--- src/rtl/tdm_pkg.sv ---
// Shared definitions for the two-slot TDM mux/demux pair.
package tdm_pkg;

  localparam logic SLOT_A = 1'b0;
  localparam logic SLOT_B = 1'b1;

  localparam int DEFAULT_WIDTH = 8;

endpackage

--- src/rtl/demux_out_stage.sv ---
// One-entry registered output stage with a valid/ready handshake.
module demux_out_stage #(
  parameter int WIDTH = 8
) (
  input  logic             clk,
  input  logic             rst_n,
  input  logic             load,
  input  logic [WIDTH-1:0] din,
  output logic [WIDTH-1:0] dout,
  output logic             valid,
  input  logic             ready
);

  // A load wins over a consume, so a same-cycle load/consume keeps valid high.
  always_ff @(posedge clk or negedge rst_n) begin
    if (!rst_n) begin
      valid <= 1'b0;
      dout  <= '0;
    end else if (load) begin
      valid <= 1'b1;
      dout  <= din;
    end else if (valid && ready) begin
      valid <= 1'b0;
    end
  end

endmodule

--- src/rtl/tdm_demux2.sv ---
// Two-slot TDM demultiplexer: splits an A/B interleaved stream into two
// handshaked channels, tracking frame alignment and completed frames.
module tdm_demux2
  import tdm_pkg::*;
#(
  parameter int WIDTH = DEFAULT_WIDTH,
  parameter int CNT_W = 16
) (
  input  logic             clk,
  input  logic             rst_n,
  input  logic [WIDTH-1:0] s_data,
  input  logic             s_valid,
  input  logic             s_sync,
  output logic             s_ready,
  output logic [WIDTH-1:0] a_data,
  output logic             a_valid,
  input  logic             a_ready,
  output logic [WIDTH-1:0] b_data,
  output logic             b_valid,
  input  logic             b_ready,
  output logic             sync_err,
  output logic [CNT_W-1:0] frame_cnt
);

  logic slot;
  logic target_a;
  logic accept;
  logic load_a;
  logic load_b;

  // A sync beat always restarts the frame on A, regardless of the pointer.
  assign target_a = s_sync | (slot == SLOT_A);
  assign s_ready  = target_a ? (~a_valid | a_ready) : (~b_valid | b_ready);
  assign accept   = s_valid & s_ready;
  assign load_a   = accept & target_a;
  assign load_b   = accept & ~target_a;

  always_ff @(posedge clk or negedge rst_n) begin
    if (!rst_n) begin
      slot <= SLOT_A;
    end else if (accept) begin
      slot <= load_a ? SLOT_B : SLOT_A;
    end
  end

  always_ff @(posedge clk or negedge rst_n) begin
    if (!rst_n) begin
      sync_err <= 1'b0;
    end else if (load_a && s_sync && (slot == SLOT_B)) begin
      sync_err <= 1'b1;
    end
  end

  // Only a completed B slot closes a frame; an abandoned B slot is not counted.
  always_ff @(posedge clk or negedge rst_n) begin
    if (!rst_n) begin
      frame_cnt <= '0;
    end else if (load_b) begin
      frame_cnt <= frame_cnt + CNT_W'(1);
    end
  end

  demux_out_stage #(.WIDTH(WIDTH)) u_stage_a (
    .clk   (clk),
    .rst_n (rst_n),
    .load  (load_a),
    .din   (s_data),
    .dout  (a_data),
    .valid (a_valid),
    .ready (a_ready)
  );

  demux_out_stage #(.WIDTH(WIDTH)) u_stage_b (
    .clk   (clk),
    .rst_n (rst_n),
    .load  (load_b),
    .din   (s_data),
    .dout  (b_data),
    .valid (b_valid),
    .ready (b_ready)
  );

endmodule
--- config.mk ---
export PLATFORM = sky130hd
export DESIGN_NAME = tdm_demux2
export DESIGN_NICKNAME = d
export VERILOG_FILES = /design/src/rtl/tdm_pkg.sv /design/src/rtl/demux_out_stage.sv /design/src/rtl/tdm_demux2.sv
export SDC_FILE = /design/constraint.sdc
export NUM_CORES = 1
export LEC_CHECK = 0
export ABC_AREA = 1
export CAP_MARGIN = 5
export CORE_MARGIN = 2
export CORE_UTILIZATION = 35
export DETAILED_ROUTE_END_ITERATION = 8
export PLACE_DENSITY = 0.61
export SLEW_MARGIN = 30
export SYNTH_ARGS = -nofsm -noshare
export SYNTH_HDL_FRONTEND = slang
export SYNTH_SLANG_ARGS = --single-unit
--- constraint.sdc ---
create_clock -name clk -period 1.4 [get_ports clk]
set_input_delay 0.35 -clock clk [delete_from_list [all_inputs] [get_ports clk]]
set_output_delay 0.35 -clock clk [all_outputs]
set_load 0.02 [all_outputs]
==> run_results.csv, run 1 <==
group,metric,value,unit
setup_path,cp_slowest_stage_delay,0.36,ns
setup_path,reg2reg_depth,8,
sta,timing.slew.headroom,75.5,%
setup_path,crit_path_end_kind,"primary output",
setup_path,arrival,1.09,ns
sta,setup_viol,1,
route,dr_wl_met3,250,um
route,num_vias,1461,
setup_path,reg2reg_from,"frame_cnt[0]$_DFFE_PN0P_",
synthesis,postSynthAreaPerCell,8.58,um2
synthesis,yosys-top-cells-area,"dfrtp_1 (54%), nand2_1 (14%), inv_1 (5.2%)",
global_route,antenna_found_initial,0,
floorplan,die_h,73.0,um
sta,fmax,0.696,GHz
setup_path,path_cells,"inv_2, nor2_4, inv_2, nand2_1, nand2_1, buf_6",
clocking,cts_sinks,36,
clocking,cts_buffers,5,
synthesis,synth_most_common_cell,"nand2_1",
power,power_density,1560,nW/um2
setup_path,rrSetupSlack,0.13,ns
route,viasPerCell,4.48,
worst_hold_path,min-delay-start,"sync_err$_DFFE_PN0P_",
global_route,grt_pass1_wl,6.13,mm
synthesis,ys_types,20,
finish,multi_input_area,666,um2
clocking,htreeDepth,2,
floorplan,start_util,35.7,%
setup_path,start_kind,"flip-flop",
route,drc,0,
route,drt_iter0_drc,86,
placed_design,io_buffers,49,
sta,post-route-worst-setup-slack,-0.0367,ns
finish,syn_to_final_growth,50.9,%
sta,period_share,103,%
placed_design,place_ws,-0.647,ns
floorplan,die_x,73.0,um
synthesis,synth_area,1660,um2
clocking,clkSlewWorstSetupHoldPaths,0.07,ns
setup_path,path_max_fanout,3,
power,power.leakage,1.30,nW
finish,antenna_cells,0,
synthesis,ys_ff_latch,36,
floorplan,fp.dieArea,5320,um2
sta,grt_setup_unrepaired,"yes",
route,drtAntennaViolNets,0,
placed_design,dp_cells,316,
floorplan,row_count,25,
finish,drive_above_1_share,20.6,%
route,maxUsedRoutingLayer,"met4",
worst_hold_path,worstHoldPathType,"flip-flop to flip-flop",
clocking,clk_latency,0.28,ns
status,status,"finished, violations left",
placed_design,hpwl,2.67,mm
global_route,track_usage,14.9,%
setup_path,cpMaxStageDelayCell,"dfrtp_1",
flow_run,max_cap_viol_count,0,
synthesis,yosysTopAreaCell,"dfrtp_1",
finish,finalNonFillerCells,326,
sta,clock_skew,0.00762,ns
synthesis,yosysWarnings,0,
synthesis,synth_common_cells,"nand2_1 (62), dfrtp_1 (36), inv_1 (23)",
setup_path,reg2reg_to,"frame_cnt[10]$_DFFE_PN0P_",
setup_path,worstPathRequired,1.05,ns
route,dr.pass1.iters,4,
worst_hold_path,min_path_cells,1,
route,wl_met2,1.66,mm
finish,seqCellArea,901,um2
synthesis,yosys.area.top_type_share,54.1,%
global_route,overflow,0,
power,ir_worst_vdd,0.842,mV
synthesis,synthArstFlopShare,100,%
power,power,3.91,mW
route,routed_wl,3.53,mm
finish,fin_nets,286,
sta,hold_viol,0,
sta,slew_viol_final,0,
synthesis,ys.flop_type,"dfrtp_1",
sta,worstMarginPinSlew,0.368,ns
floorplan,core-area,4660,um2
synthesis,syn_nets,209,
clocking,cts_tree,"done",
setup_path,worst-setup-path-type,"flip-flop to primary output",
sta,min_period,1.44,ns
worst_hold_path,min_to,"sync_err$_DFFE_PN0P_",
route,wl_met1,1.58,mm
route,drt-wirelength-per-cell,10.8,um
synthesis,seq_area_frac_synth,54.1,%
global_route,first_global_vias,1419,
floorplan,num_io_pins,50,
synthesis,synth_edf_count,0,
clocking,root_buffer,"clkbuf_8",
clocking,clk_path_buf_depth,2,
finish,fillers,445,
placed_design,place.gp.congestion,0.811,
setup_path,critPathLaunch,"slot$_DFFE_PN0N_",
global_route,grt_max_degree,23,
synthesis,syn_inst,194,
status,failed_checks,"setup timing",
## per-layer routing
metal | global-route usage [%] | vias to the layer above
li1 | - | 752
met1 | 17.8 | 658
met2 | 24.6 | 45
met3 | 4.83 | 6
met4 | 6.38 | 0
met5 | 0 | -
## flip-flops by register name (all words and copies together) (netlist names)
register	cells
u_stage_a.valid	1
slot	1
u_stage_b.valid	1
sync_err	1
u_stage_a.dout	8
u_stage_b.dout	8
frame_cnt	16
## power by group
part | leakage [nW] | internal, mW | switching [mW]
registers | 0.442 | 1.32 | 0.165
clock network | 0.0552 | 0.528 | 0.353
logic | 0.805 | 0.657 | 0.880
## what timing repair did
item,CTS,global route
setup buffers,0,1
setup endpoints to repair,38,6
hold endpoints to repair,14,0
gates resized for setup,45,12
gates cloned,0,0
hold buffers,1,0
pin swaps,2,1
## worst max path at each step
stage,to,depth (start not counted)
2_1_floorplan,frame_cnt[10]$_DFFE_PN0P_,8
3_3_place_gp,s_ready,6
3_5_place_dp,s_ready,6
4_1_cts,s_ready,6
5_1_grt,s_ready,6
6_report,s_ready,6
## stage by stage
step | hold WS (ns) | utilization, % | area [um2] | setup TNS [ns]
2_1_floorplan | 0.0544 | - | 1660 | 0
3_3_place_gp | 0.288 | 51.8 | 2410 | -8.45
3_5_place_dp | 0.290 | 51.8 | 2410 | -9.36
4_1_cts | 0.485 | 53.3 | 2490 | -0.0500
5_1_grt | 0.512 | 53.9 | 2510 | -0.111
6_report | 0.481 | 53.9 | 2510 | -0.0367
## worst max-delay path, delay by kind of cell, from the launching register on
family / cells / cell delay (ns)
flip-flops: 1 / 0.36
buffers and inverters: 3 / 0.23
AND/OR/NAND/NOR: 3 / 0.21
## placed cells by master, fill, tap and decap left out, types with 8 or more instances in the layout
cell type        count
nor2_2              10
nand2_1             60
o21ai_1              8
o21ai_0              8
inv_1               22
dlygate4sd2_1       36
buf_4               21
nor2_1              10
dfrtp_1             36
clkdlybuf4s50_1      9
xor2_1               8
## logic make-up after synthesis
group	after synthesis	synth area share, %
flip-flops	36	54.1
buffers and inverters	29	7.37
AND/OR/NAND/NOR	100	26.9
XOR/XNOR	8	4.21
AO/OA/AOI/OAI	20	6.62
adder cells (fa/ha/maj)	1	0.752
## final cells by class
type                            count  share of cell area (%)
Inverter                           24                    3.59
Sequential cell                    36                    35.9
Clock inverter                      2                    1.40
Timing Repair Buffer               75                    27.1
Multi-Input combinational cell    129                    26.5
Tap cell                           54                    2.69
Clock buffer                        6                    2.89
(Power assumes the default switching activity.)
==> run 2: changes to the inputs <==
--- a/config.mk
+++ b/config.mk
@@ -14,4 +14,5 @@
 export SLEW_MARGIN = 30
 export SYNTH_ARGS = -nofsm -noshare
 export SYNTH_HDL_FRONTEND = slang
+export SYNTH_HIERARCHICAL = 1
 export SYNTH_SLANG_ARGS = --single-unit
==> run 2 against run 1 <==
  * The run still ends with setup timing left
  * Critical path type unchanged
  * Count of clock-buffer cells in the layout rose by 2
  * Combinational power rose by 14%
  * Clock power fell by 14%
  * Largest power group unchanged
==> run_results.csv, run 2 <==
group,metric,value,unit
global_route,grt_use_met1,18.5,%
finish,final_design_area_no_fill,2490,um2
synthesis,synthMuxAreaShare,0,%
synthesis,syn_inst,201,
finish,antenna_cells,0,
synthesis,synth_compound_area_share,1.64,%
setup_path,crit_path_end_kind,"primary output",
sta,min_period,1.43,ns
finish,reg_top3,"frame_cnt (16), u_stage_a/dout (8), u_stage_b/dout (8)",
synthesis,yosys.area.top_type_share,53.8,%
sta,timing.slew.headroom,82.7,%
sta,period_share,102,%
finish,drive_above_1_share,19.9,%
setup_path,path_max_fanout,3,
global_route,antenna_found_initial,0,
synthesis,syn_nets,216,
synthesis,yosysTopAreaCell,"dfrtp_1",
power,clkPwrFrac,18.5,%
setup_path,crit_path_frequent_cell,"nand2_2",
status,failed_checks,"setup timing",
synthesis,synth_top_family_by_area,"simple AND/OR/NAND/NOR gates",
sta,slew_viol_final,0,
synthesis,seq_area_frac_synth,53.8,%
floorplan,num_io_pins,50,
sta,clock_skew,0.00654,ns
setup_path,cpMaxStageDelayCell,"dfrtp_1",
power,power.leakage,1.36,nW
sta,grt_setup_unrepaired,"yes",
global_route,first_global_vias,1429,
finish,syn_to_final_growth,48.7,%
clocking,cts_tree,"done",
synthesis,yosysWarnings,6,
setup_path,worst-setup-path-type,"flip-flop to primary output",
global_route,top_usage_layer,"met2",
sta,fmax,0.699,GHz
synthesis,synthArstFlopShare,100,%
synthesis,postSynthAreaPerCell,8.33,um2
synthesis,ys_ff_latch,36,
global_route,track_usage,14.9,%
global_route,grt_max_degree,37,
floorplan,row_count,25,
route,routed_wl,3.69,mm
synthesis,ys_types,21,
route,drt_iter0_drc,30,
setup_path,cp_slowest_stage_delay,0.40,ns
power,swShare,38.3,%
power,power,4.08,mW
placed_design,place.gp.congestion,0.837,
route,drc,0,
route,num_vias,1493,
power,pwr-share-comb,43.1,%
synthesis,synth_edf_count,0,
clocking,cts_sinks,36,
global_route,grt_pass1_wl,6.12,mm
sta,setup_viol,1,
clocking,htreeDepth,2,
power,seqPwrFrac,38.4,%
synthesis,synthSimpleGateAreaFrac,31.9,%
setup_path,critPathTopFamily,"flip-flops",
floorplan,start_util,35.9,%
finish,finalNonFillerCells,335,
placed_design,hpwl,2.73,mm
synthesis,synth_area,1670,um2
finish,largest_reg_flops,16,
finish,largest_register,"frame_cnt",
setup_path,worstPathRequired,1.05,ns
clocking,cts_hold_buf,0,
synthesis,synth_most_common_cell,"nand2_1",
synthesis,synthAdderAreaFrac,0.747,%
setup_path,critPathBufInv,2,
sta,hold_viol,0,
placed_design,io_buffers,49,
status,status,"finished, violations left",
placed_design,dp_cells,323,
placed_design,place_ws,-0.749,ns
setup_path,path_cells,"inv_2, nor2_4, nand2_2, nand2_2, buf_6",
synthesis,yosys-top-cells-area,"dfrtp_1 (54%), nand2_1 (22%), inv_1 (4.5%)",
power,ir_worst_vdd,0.872,mV
route,dr.pass1.iters,4,
clocking,clkSlewWorstSetupHoldPaths,0.07,ns
clocking,root_buffer,"clkbuf_8",
route,drt-wirelength-per-cell,11.0,um
power,power.internal,2.52,mW
power,switching_power,1.56,mW
floorplan,die_x,73.2,um
clocking,clk_latency,0.28,ns
synthesis,ys.flop_type,"dfrtp_1",
floorplan,fp.dieArea,5350,um2
worst_hold_path,worstHoldPathType,"primary input to async pin",
placed_design,placed_area,2380,um2
finish,layout_commonest_cell,"nand2_1",
clocking,clk_path_buf_depth,2,
global_route,gr-usage-met3,5.39,%
floorplan,die_h,73.2,um
route,drtAntennaViolNets,0,
global_route,use_met2,24.0,%
power,power_density,1640,nW/um2
synthesis,synthXorXnorAreaFrac,3.66,%
setup_path,critPathLaunch,"slot$_DFFE_PN0N_",
sta,worstMarginPinSlew,0.257,ns
synthesis,synth_common_cells,"nand2_1 (96), dfrtp_1 (36), inv_1 (20)",
setup_path,start_kind,"flip-flop",
setup_path,arrival,1.08,ns
finish,final_cell_mix,"nand2_1 (90), dfrtp_1 (36), dlygate4sd2_1 (33), buf_4 (24), inv_1 (19)",
finish,fillers,460,
route,viasPerCell,4.46,
setup_path,reg2reg_from,"slot$_DFFE_PN0N_",
flow_run,max_cap_viol_count,0,
clocking,cts_buffers,5,
floorplan,core-area,4660,um2
finish,fin_nets,295,
global_route,overflow,0,
sta,post-route-worst-setup-slack,-0.0313,ns
## run 2: cell count changes after synthesis, sizes merged, moves of 2 or more
cell    delta
nand4      +2
o21ai     -12
xor2       -4
nand2     +34
o21bai     -4
nor2      -12
xnor2      +3
nand3b     -2
## run 2: stage by stage
stage / setup TNS, ns / utilization, % / hold slack (ns)
final: -0.0313 / 53.4 / 0.442
after global routing: -0.661 / 53.4 / 0.451
after CTS: -0.0127 / 52.5 / 0.448
after detailed placement: -13.59 / 51.1 / 0.458
after global placement: -12.51 / 51.1 / 0.455
after floorplan: 0 / - / 0.0544
## run 2: per-layer routing
layer  routed length, um  up-vias  part of all wire, %
met5                   0        -                    0
met4                  30        0                 0.81
met3                 256        4                  6.9
met2                1710       40                   46
met1                1700      674                   46
li1                    -      775                    -
## run 2: power by group through the flow
stage	Sequential, mW	Combinational (mW)	Clock, mW
final	1.56	1.76	0.754
after global routing	1.60	1.92	0.829
after CTS	1.57	1.72	0.788
after detailed placement	1.58	1.89	0
after global placement	1.59	1.87	0
after floorplan	1.98	0.514	0
## run 2: worst reg2reg max path, delay by kind of cell (launching register included)
family                 cells  cell delay [ns]
and+or+nand+nor            4             0.31
AOI/OAI and AO/OA          2             0.23
DFF                        1             0.41
buffers and inverters      3             0.35
## run 2: logic make-up after synthesis
kind of cell | Yosys count
adder cells (fa/ha/maj) | 1
flip-flops | 36
XOR/XNOR | 7
AND/OR/NAND/NOR | 125
buffers and inverters | 27
AO/OA/AOI/OAI | 5
## run 2: timing repair
| action | in CTS | in global routing |
|---|---|---|
| pin swaps | 3 | 3 |
| resized for setup | 58 | 13 |
| setup endpoints to repair | 47 | 17 |
| buffers inserted | 2 | 2 |
## run 2: area by class of cell
type	instances	area, um2	area share (%)
sequential	36	901	36.2
inverter	24	97.6	3.92
tap	54	67.6	2.71
clock buffer	8	90.1	3.62
timing repair buffer	75	656	26.3
multi-input combinational	138	678	27.2
## run 2: worst paths after layout
kind / to / slack, ns / depth (start not counted)
setup / recovery: s_ready / -0.03 / 5
hold / removal: frame_cnt[5]$_DFFE_PN0P_ / 0.44 / 2
setup reg to reg: u_stage_a/dout[4]$_DFFE_PN0P_ / 0.03 / 9
hold reg to reg: u_stage_a/dout[5]$_DFFE_PN0P_ / 0.47 / 2
max in group asynchronous: u_stage_a/valid$_DFFE_PN0P_ / 0.78 / 2
min in group clk: u_stage_a/dout[5]$_DFFE_PN0P_ / 0.47 / 2
